File: config.mk
export PLATFORM = sky130hd
export DESIGN_NAME = uart_tx_framer_flat
export DESIGN_NICKNAME = d
export VERILOG_FILES = /design/src/rtl/uart_tx_framer_if.sv /design/src/rtl/uart_tx_framer.sv /design/src/flat_wrapper.sv
export SDC_FILE = /design/constraint.sdc
export NUM_CORES = 1
export LEC_CHECK = 0
export BUFFER_PORTS_ARGS = -buffer_cell sky130_fd_sc_hd__buf_2
export CAP_MARGIN = 10
export CORE_MARGIN = 4
export CORE_UTILIZATION = 25
export CTS_CLUSTER_DIAMETER = 200
export DETAILED_ROUTE_END_ITERATION = 10
export HOLD_SLACK_MARGIN = 0.08
export PLACE_DENSITY_LB_ADDON = 0.1
export SKIP_LAST_GASP = 1
export SLEW_MARGIN = 20
export SYNTH_ARGS = -nofsm -noshare
export SYNTH_HDL_FRONTEND = slang
export SYNTH_SLANG_ARGS = --single-unit
File: constraint.sdc
create_clock -name clock -period 1.7 [get_ports clock]
set_input_delay 0.17 -clock clock [delete_from_list [all_inputs] [get_ports clock]]
set_output_delay 0.17 -clock clock [all_outputs]
set_load 0.05 [all_outputs]
File: src/rtl/uart_tx_framer_if.sv
// Host-side frame handshake for uart_tx_framer: payload plus valid/ready.
interface uart_tx_framer_if #(
    parameter int DataBits = 8
);
    logic [DataBits-1:0] data;
    logic                valid;
    logic                ready;

    modport master (output data, output valid, input ready);
    modport slave  (input data, input valid, output ready);
endinterface

File: src/rtl/uart_tx_framer.sv
// UART transmit framer: start bit, DataBits payload, optional parity, StopBits stop bits.
// Bit timing comes entirely from the external baud_tick strobe.
module uart_tx_framer #(
    parameter int DataBits = 8,
    parameter int Parity   = 0,
    parameter int StopBits = 1,
    parameter bit MsbFirst = 1'b0
) (
    input  logic              clock,
    input  logic              reset,
    uart_tx_framer_if.slave   host,
    input  logic              baud_tick,
    output logic              tx,
    output logic              busy,
    output logic              done
);
    localparam int BitCntW  = $clog2(DataBits + 1);
    localparam int StopCntW = $clog2(StopBits + 1);
    localparam logic [BitCntW-1:0]  LastBit   = BitCntW'(DataBits - 1);
    localparam logic [StopCntW-1:0] LastStop  = StopCntW'(StopBits - 1);
    localparam bit                  HasParity = (Parity != 0);
    localparam bit                  OddParity = (Parity == 2);

    typedef enum logic [2:0] {IDLE, START, DATA, PARITY, STOP} state_t;

    state_t                state_reg, state_next;
    logic [DataBits-1:0]   shift_reg, shift_next, shift_step;
    logic [BitCntW-1:0]    bit_cnt_reg, bit_cnt_next;
    logic [StopCntW-1:0]   stop_cnt_reg, stop_cnt_next;
    logic                  parity_reg, parity_next;
    logic                  tx_reg, tx_next;
    logic                  done_reg, done_next;
    logic                  ready_int;
    logic                  accept;

    assign ready_int  = (state_reg == IDLE);
    assign accept     = host.valid && ready_int;
    assign host.ready = ready_int;
    assign busy       = !ready_int;
    assign tx         = tx_reg;
    assign done       = done_reg;

    // One-position shift toward the outgoing end, zero-filling the vacated bit.
    generate
        for (genvar gi = 0; gi < DataBits; gi++) begin : g_shift
            if (MsbFirst) begin : g_msb
                if (gi == 0) begin : g_fill
                    assign shift_step[gi] = 1'b0;
                end else begin : g_move
                    assign shift_step[gi] = shift_reg[gi-1];
                end
            end else begin : g_lsb
                if (gi == DataBits - 1) begin : g_fill
                    assign shift_step[gi] = 1'b0;
                end else begin : g_move
                    assign shift_step[gi] = shift_reg[gi+1];
                end
            end
        end
    endgenerate

    always_ff @(posedge clock or posedge reset) begin
        if (reset) begin
            state_reg <= IDLE;
        end else begin
            state_reg <= state_next;
        end
    end

    always_comb begin
        state_next = state_reg;
        case (state_reg)
            IDLE:   if (accept) state_next = START;
            START:  if (baud_tick) state_next = DATA;
            DATA:   if (baud_tick && (bit_cnt_reg == LastBit))
                        state_next = HasParity ? PARITY : STOP;
            PARITY: if (baud_tick) state_next = STOP;
            STOP:   if (baud_tick && (stop_cnt_reg == LastStop)) state_next = IDLE;
            default: state_next = IDLE;
        endcase
    end

    // Parity is fixed at acceptance, so bit order never affects it.
    always_comb begin
        shift_next    = shift_reg;
        bit_cnt_next  = bit_cnt_reg;
        stop_cnt_next = stop_cnt_reg;
        parity_next   = parity_reg;
        if (accept) begin
            shift_next    = host.data;
            bit_cnt_next  = '0;
            stop_cnt_next = '0;
            parity_next   = (^host.data) ^ OddParity;
        end else if (baud_tick) begin
            if (state_reg == DATA) begin
                shift_next   = shift_step;
                bit_cnt_next = bit_cnt_reg + 1'b1;
            end
            if (state_reg == STOP) begin
                stop_cnt_next = stop_cnt_reg + 1'b1;
            end
        end
    end

    // tx is decoded from the upcoming state so the line switches on the same edge as the FSM.
    always_comb begin
        tx_next   = 1'b1;
        done_next = (state_reg == STOP) && (state_next == IDLE);
        case (state_next)
            START:   tx_next = 1'b0;
            DATA:    tx_next = MsbFirst ? shift_next[DataBits-1] : shift_next[0];
            PARITY:  tx_next = parity_next;
            default: tx_next = 1'b1;
        endcase
    end

    always_ff @(posedge clock or posedge reset) begin
        if (reset) begin
            shift_reg    <= '0;
            bit_cnt_reg  <= '0;
            stop_cnt_reg <= '0;
            parity_reg   <= 1'b0;
            tx_reg       <= 1'b1;
            done_reg     <= 1'b0;
        end else begin
            shift_reg    <= shift_next;
            bit_cnt_reg  <= bit_cnt_next;
            stop_cnt_reg <= stop_cnt_next;
            parity_reg   <= parity_next;
            tx_reg       <= tx_next;
            done_reg     <= done_next;
        end
    end
endmodule
File: src/flat_wrapper.sv
// flat-port wrapper written by rule: the top's interface ports become plain ports
module uart_tx_framer_flat 
#(
    parameter int DataBits = 8,
    parameter int Parity   = 0,
    parameter int StopBits = 1,
    parameter bit MsbFirst = 1'b0
)
  (clock, reset, baud_tick, tx, busy, done, host_data, host_valid, host_ready);
  uart_tx_framer_if #(.DataBits(DataBits)) host_i ();
  input  logic clock;
  input  logic reset;
  input  logic baud_tick;
  output logic tx;
  output logic busy;
  output logic done;
  input wire logic [$bits(host_i.data)-1:0] host_data;
  input wire logic [$bits(host_i.valid)-1:0] host_valid;
  output wire logic [$bits(host_i.ready)-1:0] host_ready;
  assign host_i.data = host_data;
  assign host_i.valid = host_valid;
  assign host_ready = host_i.ready;
  uart_tx_framer #(.DataBits(DataBits), .Parity(Parity), .StopBits(StopBits), .MsbFirst(MsbFirst)) u_core (.clock(clock), .reset(reset), .host(host_i), .baud_tick(baud_tick), .tx(tx), .busy(busy), .done(done));
endmodule
* Word level (Yosys, flattened, before mapping)
Cells that the tools add are included.
** Cells by class
- Add/subtract/negate cells :: 2
- Equality and inequality tests :: 8
- Muxes and demuxes :: 17
- Bitwise gates (word level) :: 1
- Reduce and logical (&&, ||, !) cells :: 13
** Operators by type and width (count)
- $mux 8 :: 3
- $mux 3 :: 5
- $pmux 3 s5 :: 1
- $eq 3x2->1 const B :: 4
- $mux 4 :: 3
- $reduce_xor 8->1 :: 1
- $eq 3x1->1 const B :: 2
- $logic_not 3->1 :: 2
- $reduce_bool 2->1 :: 3
- $add 4x1->4 const B :: 1
- $eq 4x3->1 const B :: 1
- $logic_and 1x1->1 :: 4
- $mux 1 :: 4
- $reduce_and 2->1 :: 2
- $eq 3x3->1 const B :: 1
- $pmux 1 s3 :: 1
- $add 1x1->1 const B :: 1
- $logic_not 1->1 :: 1
- $not 1->1 :: 1
** Word-level totals
- Register bits after elaboration :: 19
- Input port bits :: 12
- Output and inout bits :: 4
- Word-level logic and storage cells :: 49

* Longest topological paths before layout
- Depth in word-level cells :: 6
- Gate-level depth with buffers :: 6
- Depth with buffers taken out :: 5

* Least setup slack after synthesis
No wires, ideal clock.
- Kind :: reg2out
- Start :: reg u_core.state_reg[0]
- End :: out host_ready
- Arrival time :: 1.470 ns
- Required time :: 1.530 ns
- Path slack :: 0.060 ns
- Stages on the path, launching flop included :: 4
- Path buffers :: 1
- Path through :: dfrtp_1 > buf_6 > or3_1 > inv_1
** Between the ends
- Longest elaborated chain between the ends :: 1
** Ends and longest elaborated chain
- from (decl) :: line uart_tx_framer.sv:26 : state_t state_reg, state_next;
- from (signal assigned) :: line uart_tx_framer.sv:66 : state_reg <= state_next;
- $logic_not 3->1 :: line uart_tx_framer.sv:36 : assign ready_int = (state_reg == IDLE);
- to (decl) :: line flat_wrapper.sv:19 : output wire logic [$bits(host_i.ready)-1:0] host_ready;
Every way passes these cells.

* Worst setup path after layout
- Start :: reg u_core.state_reg[2]
- End :: out host_ready
Same word-level chain as after synthesis.

==> results.py <==
metrics = {
    "run_status": {
        "status": "finished clean",
    },
    "critical_path": {
        "crit_fanout": 9,
        "cp_cell_sequence": "buf_4 -> or3_1 -> inv_1 -> buf_4",
        "worstRegToRegCells": 4,
        "cp.required_ns": 1.53,
        "cpMostUsedCell": "buf_4",
        "critPathKind": "reg -> out",
        "cpPeakStageDelay_ns": 0.46,
        "worstReg2RegStart": "u_core.state_reg[0]",
        "cp.arrival_ns": 1.45,
        "cp-start-kind": "flop",
        "cp-end-kind": "primary output",
        "worstSetupStartpoint": "u_core.state_reg[2]",
        "slowest_stage": "dfrtp_2",
    },
    "power_and_ir_drop": {
        "p_per_area_nw_per_um2": 1750,
        "vdd_drop_max_mv": 0.451,
        "leakage_nw": 0.557,
    },
    "die": {
        "die_y_um": 70.7,
        "initial_utilization_pct": 26.4,
        "rows": 22,
        "io_pins": 16,
        "dieArea_sq_um": 5000,
        "die_w_um": 70.7,
        "core_area_sq_um": 3720,
    },
    "worst_hold_path": {
        "hold_start": "host_data[3]",
        "worst_hold_path.num_cells": 3,
        "hold_path.class": "in -> reg",
    },
    "cells_and_area": {
        "largest_reg_flops": 8,
        "antenna_cells": 0,
        "drive_gt1_share_pct": 27.0,
        "layout.nets": 125,
        "syn2layout_area_growth_pct": 19.2,
        "instances_no_fill": 159,
        "fillers": 394,
    },
    "logic_synthesis": {
        "ys_ff_latch": 19,
        "yosysSeqAreaShare_pct": 48.5,
        "synth_fa_ha_area_share_pct": 1.27,
        "synth_top_area_share_pct": 45.9,
        "synth_compound_area_share_pct": 15.5,
        "post-synth-top-count-cell": "dfrtp_1",
        "synth_mux_area_share_pct": 0,
        "yosysWarnings": 0,
        "syn-num-nets": 104,
        "synth_edf_count": 0,
        "synthTopCellsByCount": "18 x dfrtp_1, 15 x nand2_1, 8 x xnor2_1",
        "syn_area_sq_um": 982,
        "avgSynthCellArea_sq_um": 10.8,
        "synth.largest_area_cell": "dfrtp_1",
        "synth_flop_cell": "dfrtp_1",
        "synth_area_leaders": "dfrtp_1 46%, xnor2_1 7.1%, nand2_1 5.7%",
        "yosys.area_share.xor_xnor_pct": 8.92,
        "synth_top_family_by_area": "simple AND/OR/NAND/NOR gates",
        "synth-async-reset-ratio_pct": 100,
        "yosys.cell_types.count": 34,
        "yosys.area_share.simple_pct": 21.0,
        "syn_inst": 91,
    },
    "global_route": {
        "grt_start_max_net_pins": 20,
        "grt_overflow_total": 0,
        "antenna_found_initial": 0,
        "grt_pass1_wl_um": 3320,
        "grt_pass1_vias": 721,
        "grt_use_total_pct": 8.15,
    },
    "timing": {
        "clock_skew_ns": 0.00153,
        "slew_headroom_pct": 77.0,
        "grt_setup_unrepaired": "no",
        "fmax_ghz": 0.619,
        "setup-tns-final_ns": 0,
        "setup_viol": 0,
        "timing.final.crit_share_pct": 95.0,
        "slew_viol_final": 0,
        "worst_slew_pin_slew_ns": 0.345,
        "hold_viol": 0,
        "period_minus_slack_ns": 1.62,
    },
    "drt": {
        "wire_per_inst_um": 11.9,
        "drt_iter0_drc": 41,
        "drcViolationCount": 0,
        "first_pass_iters": 4,
        "vias": 692,
        "ant_nets": 0,
        "wl_um": 1890,
        "routed_via_density": 4.35,
    },
    "clock_tree": {
        "cts_buffers": 3,
        "clk_pin_slew_ns": 0.07,
        "clk_latency_ns": 0.25,
        "cts-root-buf": "clkbuf_8",
        "ctsLongestPathBuffers": 2,
        "clock_sinks": 19,
        "tritoncts": "yes",
        "htree_levels": 1,
    },
    "place": {
        "place_hpwl_um": 1350,
        "post-place-cells": 154,
        "gp_congestion": 0.694,
        "portBuffers": 15,
    },
    "run": {
        "maxCapViolations": 0,
    },
}
==> where the power goes <==
group          total (mW)  internal (mW)  switching [mW]
clock network       0.317          0.166           0.151
registers           0.812          0.657           0.155
logic               0.922          0.381           0.541
total                2.05           1.20           0.847
==> path summary, 6_finish.rpt <==
check,slack (ns),endpoint
setup / recovery,0.08,host_ready
hold / removal,0.17,u_core.shift_reg[3]
setup reg to reg,0.19,u_core.bit_cnt_reg[3]
hold reg to reg,0.48,u_core.shift_reg[0]
max in group asynchronous,0.96,u_core.tx
min in group asynchronous,0.48,u_core.done
==> critical path: cells and delay by family, from the launching register on <==
kind	cells	cell delay (ns)
buffers and inverters	3	0.41
and+or+nand+nor	1	0.32
DFF	1	0.46
==> per-layer routing <==
layer  global-route usage, %  vias to the layer above  part of all wire, %
met4                    3.13                        0                 0.90
li1                        -                      358                    -
met3                    1.85                        2                  3.8
met1                    10.8                      319                   50
met2                    12.9                       13                   45
met5                       0                        -                    0
==> layout make-up <==
class                      count  area (sq um)  share of cell area (%)
sequential                    19           478                    40.8
clock buffer                   4          45.0                    3.85
multi-input combinational     65           459                    39.2
timing repair buffer          20           118                    10.0
inverter                       3          11.3                   0.962
tap                           48          60.1                    5.13
==> logic make-up (layout without fill, tap and decap cells) <==
logic type      count (synthesis)  after routing
xor+xnor                       10             10
compound gates                 19             19
simple gates                   35             35
flops                          19             19
buf+inv                         7             27
fa+ha+maj                       1              1
==> cells in the final DEF, fill, tap and decap left out, types with 2 or more instances in the layout <==
cell type	Yosys	routed
a22oi_1	6	6
nand2b_1	2	2
inv_1	3	3
nand2_1	15	15
clkbuf_8	0	3
dfrtp_1	18	17
xnor2_1	8	8
o21ai_0	3	3
a22o_1	3	3
xor2_1	2	2
buf_2	1	14
nor2_1	6	6
buf_4	1	5
==> per-stage QoR <==
stage                     total power, mW  util, %  hold slack [ns]  setup WS [ns]  area (sq um)
after detailed placement             1.75     29.9            0.214          0.186          1110
after global routing                 2.22     31.5            0.185         0.0170          1170
after global placement               1.75     29.9            0.216          0.222          1110
after floorplan                      1.57        -            0.120         0.0602           982
final                                2.05     31.5            0.167         0.0850          1170
after CTS                            2.07     31.5            0.174         0.0586          1170
==> what timing repair did <==
item,in CTS,in global routing
endpoints found under the hold margin,18,0
hold buffers,1,0
resized for setup,1,1
setup endpoints to repair,1,1
buffers inserted,0,0
Note: power is estimated with default switching activity, not from simulation.
